## src/rtl/stack_ctrl.sv

```systemverilog
// stack_ctrl: operand-stack sequencer driving a dual-port register file; optional circular mode via STACK_CTRL_WRAP_EN
module stack_ctrl #(
  parameter int DEPTH = 8,
  parameter int WIDTH = 8,
  localparam int AW = $clog2(DEPTH)
) (
  input  logic             clock,
  input  logic             reset_n,
  input  logic             cmd_valid,
  output logic             cmd_ready,
  input  logic [2:0]       cmd_op,
  input  logic [WIDTH-1:0] cmd_data,
  input  logic             clear_err,
  output logic [WIDTH-1:0] tos_data,
  output logic [AW:0]      depth,
  output logic             empty,
  output logic             full,
  output logic [1:0]       err_code,
  output logic [AW-1:0]    rf_re_sel_a,
  output logic [AW-1:0]    rf_re_sel_b,
  input  logic [WIDTH-1:0] rf_re_data_a,
  input  logic [WIDTH-1:0] rf_re_data_b,
  output logic [AW-1:0]    rf_wr_sel_a,
  output logic [AW-1:0]    rf_wr_sel_b,
  output logic [WIDTH-1:0] rf_wr_data_a,
  output logic [WIDTH-1:0] rf_wr_data_b,
  output logic             rf_wr_en_a,
  output logic             rf_wr_en_b
);
  typedef enum logic [1:0] {RUN, ROT2, FAULT} state_t;
  typedef enum logic [2:0] {PUSH, POP, DUP, SWAP, ADD, SUB, ROT, NOP} op_t;
`ifdef STACK_CTRL_WRAP_EN
  localparam bit WRAP = 1'b1;
`else
  localparam bit WRAP = 1'b0;
`endif
  state_t state, state_n;
  logic [AW-1:0] top, top_n, top_p1, top_m1, top_m2;
  logic [AW:0] depth_n, need;
  logic [WIDTH-1:0] tos_n, tmp, tmp_n;
  logic [1:0] err_n;
  logic wa, wb, ovf, unf;
  assign top_p1 = top + AW'(1);
  assign top_m1 = top - AW'(1);
  assign top_m2 = top - AW'(2);
  assign cmd_ready = state == RUN;
  assign empty = depth == '0;
  assign full = depth == (AW+1)'(DEPTH);
  assign need = (cmd_op == POP || cmd_op == DUP) ? (AW+1)'(1) :
                (cmd_op == SWAP || cmd_op == ADD || cmd_op == SUB) ? (AW+1)'(2) :
                (cmd_op == ROT) ? (AW+1)'(3) : '0;
  assign ovf = (cmd_op == PUSH || cmd_op == DUP) && full && !WRAP;
  assign unf = depth < need;
  // state, pointer, depth and tos register
  always_ff @(posedge clock) begin
    if (!reset_n) begin
      state <= RUN;
      top <= AW'(DEPTH-1);
      depth <= '0;
      tos_data <= '0;
      err_code <= '0;
      tmp <= '0;
    end else begin
      state <= state_n;
      top <= top_n;
      depth <= depth_n;
      tos_data <= tos_n;
      err_code <= err_n;
      tmp <= tmp_n;
    end
  end
  // command decode: next state, read selects and register-file write sequencing
  always_comb begin
    state_n = state;
    top_n = top;
    depth_n = depth;
    tos_n = tos_data;
    err_n = err_code;
    tmp_n = tmp;
    wa = 1'b0;
    wb = 1'b0;
    rf_re_sel_a = (state == RUN && cmd_op == ROT) ? top_m2 : top;
    rf_re_sel_b = top_m1;
    rf_wr_sel_a = top;
    rf_wr_sel_b = top_m1;
    rf_wr_data_a = rf_re_data_a;
    rf_wr_data_b = rf_re_data_b;
    case (state)
      RUN: if (cmd_valid) begin
        if (ovf || unf) begin
          state_n = FAULT;
          err_n = ovf ? 2'd1 : 2'd2;
        end else begin
          case (cmd_op)
            PUSH, DUP: begin
              wa = 1'b1;
              rf_wr_sel_a = top_p1;
              rf_wr_data_a = cmd_op == PUSH ? cmd_data : rf_re_data_a;
              top_n = top_p1;
              depth_n = full ? depth : depth + (AW+1)'(1);
              tos_n = cmd_op == PUSH ? cmd_data : rf_re_data_a;
            end
            POP: begin
              top_n = top_m1;
              depth_n = depth - (AW+1)'(1);
              tos_n = depth == (AW+1)'(1) ? '0 : rf_re_data_b;
            end
            SWAP: begin
              wa = 1'b1;
              wb = 1'b1;
              rf_wr_data_a = rf_re_data_b;
              rf_wr_data_b = rf_re_data_a;
              tos_n = rf_re_data_b;
            end
            ADD, SUB: begin
              wa = 1'b1;
              rf_wr_sel_a = top_m1;
              rf_wr_data_a = cmd_op == ADD ? rf_re_data_b + rf_re_data_a : rf_re_data_b - rf_re_data_a;
              top_n = top_m1;
              depth_n = depth - (AW+1)'(1);
              tos_n = rf_wr_data_a;
            end
            ROT: begin
              wa = 1'b1;
              rf_wr_sel_a = top_m2;
              rf_wr_data_a = rf_re_data_b;
              tmp_n = rf_re_data_a;
              tos_n = rf_re_data_a;
              state_n = ROT2;
            end
            default: ;
          endcase
        end
      end
      ROT2: begin
        wa = 1'b1;
        wb = 1'b1;
        rf_wr_sel_a = top_m1;
        rf_wr_sel_b = top;
        rf_wr_data_b = tmp;
        state_n = RUN;
      end
      default: if (clear_err) begin
        err_n = '0;
        state_n = RUN;
      end
    endcase
    rf_wr_en_a = wa && reset_n;
    rf_wr_en_b = wb && reset_n;
  end
endmodule

```

## config.mk

```make
export PLATFORM = sky130hd
export DESIGN_NAME = stack_ctrl
export DESIGN_NICKNAME = d
export VERILOG_FILES = /design/src/rtl/stack_ctrl.sv
export SDC_FILE = /design/constraint.sdc
export NUM_CORES = 1
export LEC_CHECK = 0
export CAP_MARGIN = 20
export CORE_MARGIN = 4
export CORE_UTILIZATION = 50
export DETAILED_ROUTE_END_ITERATION = 10
export HOLD_SLACK_MARGIN = 0.02
export PLACE_DENSITY = 0.87
export SLEW_MARGIN = 5
export SYNTH_ARGS = -nofsm -noshare
export SYNTH_HDL_FRONTEND = slang
export SYNTH_SLANG_ARGS = --single-unit
```

## constraint.sdc

```tcl
create_clock -name clock -period 5.25 [get_ports clock]
set_clock_uncertainty 0.15 [all_clocks]
set_input_delay 1.05 -clock clock [delete_from_list [all_inputs] [get_ports clock]]
set_output_delay 1.05 -clock clock [all_outputs]
set_load 0.01 [all_outputs]
```

==> metrics, run 1 <==
area delta synth->final 36.67%; IO buf count 77; CP max-delay cell clkdlybuf4s50_1; Pleak 1.734 nW; critical path depth 12; top-count cell post-synth nand2_1; Worst R2R Start depth[0]$_SDFFE_PN0P_; CTS Buf Count 3; max-slew violation count 0; top layer in use met5; row cnt 28; ordered list of cells on the worst path clkdlybuf4s50_1, buf_4, xnor2_1, ha_1, inv_1, o31ai_4, buf_4, nand3_4, nor3_1, a21oi_1, o22ai_1, clkdlybuf4s50_1; Worst VDD drop 0.0001324 V; slack of the critical path 0.09574 ns; Chip Height 86.41 µm; crit path from cmd_op[2]; total gr overflow 0; asr flop ratio synth 0%; via/cell ratio 6.293; Die X 86.41 µm; clock slew at reported path FFs 0.10 ns; syn nets 463; CTS max path bufs 2; Fmax 194.0 MHz; DRC 0; Fin. Hold Viols 0; Final Setup Violations 0; slowest stage delay, CP 0.57 ns; syn avg cell area 7.426 µm²; largest net degree at the start of global routing 28; max cap viols 0; CTS sink count 27; final worst path period need 5.154 ns; Yosys cell types 68; vias in the first global route 3550; worst reg2reg endpoint tos_data[7]$_SDFFE_PN0P_; die area 7467 µm²; Post-synth EDFFs 0; RSZ-0062 raised after global routing no; period utilization 98.18%; Nets 558; Syn Std Cell Area 3074 µm²; pre-CTS setup slack -0.1302 ns; Crit Path Category in -> out; Synth area leaders dfxtp_1, ha_1, a21oi_1; 1st-iter DRT viols 475; YS warnings 0; Worst-Skew Late Latency 0.29 ns; Yosys top cell by area dfxtp_1; Buf/Inv on CP 5; worst hold path type reg -> reg; met3 wire length 915 µm; effective utilization at floorplan 51.62%; pwr dens 213.9 nW/µm²; R2R Setup Slk 2.48 ns; Setup crit start kind input port; core box area 5956 µm²; status completed; Yosys reg bits 27; setup TNS 0 ns; share of layout cells above drive strength 1 15.75%; CTS tree built; total number of vias 3669; first-pass GRT wire length 17000 µm; GRT Overall Usage 27.65%; initial antenna violation count 1; Slew headroom 55.59%; crit path to rf_wr_sel_a[0]; met2 wire len 4857 µm; CP top delay family buffers and inverters; number of nets with antenna violations after routing 0; Metal-1 WL 4539 µm; H-tree level count 1; Final HPWL DP 8066 µm; CP Data Arrival Time 3.95 ns; post-synthesis sequential area ratio 17.58%; gpl congestion 0.9727; Mapped Cells 414; slew at the pin closest to its max-slew limit 0.6653 ns; routed len/inst 18.10 µm; Yosys top cell area share 17.58%; hold_buf cts 0; CP max FO 4; most frequent cells after synthesis nand2_1, a21oi_1, o21ai_0, nor2_1, dfxtp_1; Crit. End Element output port; main flop type after synthesis dfxtp_1; Pre-antenna DRT Iters 6; Antenna diodes 0; Total Power 0.0008988 W; r2r worst-path depth 8; Req. time, crit path 4.05 ns; Routed WL 10550 µm; Root Driver clkbuf_8; num ports 78
area by class of cell:
cell class / count / area (µm²)
Tap cell: 75 / 93.84
Sequential cell: 27 / 540.5
Fill cell: 499 / 1754
Timing Repair Buffer: 124 / 1124
Multi-Input combinational cell: 336 / 2335
Clock buffer: 4 / 45.04
Inverter: 17 / 63.81
worst min-delay path by stage:
stage	from	endpoint	slack [ns]	cells after the start
final	tos_data[3]$_SDFFE_PN0P_	tos_data[3]$_SDFFE_PN0P_	0.31	2
after global routing	tos_data[3]$_SDFFE_PN0P_	tos_data[3]$_SDFFE_PN0P_	0.33	2
after CTS	tos_data[3]$_SDFFE_PN0P_	tos_data[3]$_SDFFE_PN0P_	0.31	2
after detailed placement	tos_data[3]$_SDFFE_PN0P_	tos_data[3]$_SDFFE_PN0P_	0.30	2
after global placement	tos_data[3]$_SDFFE_PN0P_	tos_data[3]$_SDFFE_PN0P_	0.29	2
after floorplan	tmp[0]$_SDFFE_PN0P_	tmp[0]$_SDFFE_PN0P_	0.33	2
layer usage:
metal	vias up	track usage, %
li1	1694	-
met1	1712	36.92
met2	226	45.69
met3	35	4.468
met4	2	8.357
met5	-	0
registers in the layout, indices dropped and copies added, names as in the netlist:
name,cells
tos_data,8
tmp,8
top,3
depth,4
state,2
err_code,2
logic make-up after synthesis:
logic type	Yosys count	share of synthesized area [%]
buffers and inverters	51	7.936
xor gates and xnor gates	18	5.128
AOI/OAI and AO/OA	152	34.60
muxes	12	3.948
adders and majority gates	18	7.570
and+or+nand+nor	136	23.24
DFF	27	17.58
through the flow:
| step | utilization, % | hold WS, ns | instance area (µm²) | instances |
|---|---|---|---|---|
| floorplan | - | 0.3279 | 3074 | 414 |
| finish | 70.55 | 0.3134 | 4202 | 583 |
| global placement | 68.78 | 0.2943 | 4096 | 577 |
| CTS | 69.96 | 0.3119 | 4167 | 582 |
| detailed placement | 68.78 | 0.3002 | 4096 | 577 |
| global route | 70.55 | 0.3328 | 4202 | 583 |
report_power, final:
part	internal, W	switching (W)	total (W)	leakage, nW
clock	0.0000547	0.0000764	0.000131	0.0228
combinational	0.000259	0.000262	0.000521	1.49
sequential	0.000222	0.0000243	0.000246	0.220
total	0.000536	0.000363	0.000899	1.73
layout by cell type, fill, tap and decap left out, types with 4 or more instances in the layout:
cell type	netlist	final
o211ai_1	4	4
and2_1	8	8
nor2b_1	12	12
o221ai_1	7	7
buf_4	2	47
mux2i_1	11	11
dlygate4sd2_1	0	8
nor2_1	30	29
nand2_1	42	42
a221oi_1	7	7
ha_1	17	17
o21a_1	4	4
nand3_1	9	9
a21oi_2	3	4
o31ai_1	4	4
clkdlybuf4s50_1	0	64
a31oi_1	5	5
xnor2_1	10	10
nor3_1	6	6
xor2_1	8	8
o21ai_0	34	31
inv_1	17	17
dlymetal6s2s_1	0	4
a21oi_1	34	33
dfxtp_1	27	27
o22ai_1	5	5
a22oi_1	11	11
what timing repair did:
action                                 CTS  global route
endpoints found under the hold margin    0             0
gates resized for setup                 13            12
setup endpoints to repair               16            15
buffers inserted                         1             1
pin swaps                                3             7
tightest hold or removal path, stage by stage (launching register included):
cell      delay [ns]
dfxtp_1         0.32
nand2_1         0.05
a21boi_1        0.05
No activity file was read; power rests on OpenSTA's default activity.
==> inputs of run 2 (changes only) <==
Settings changed: GPL_TIMING_DRIVEN set to 1.
==> results of run 2 <==
Same layout as run 1: the final DEF is identical, and so are final timing and power.
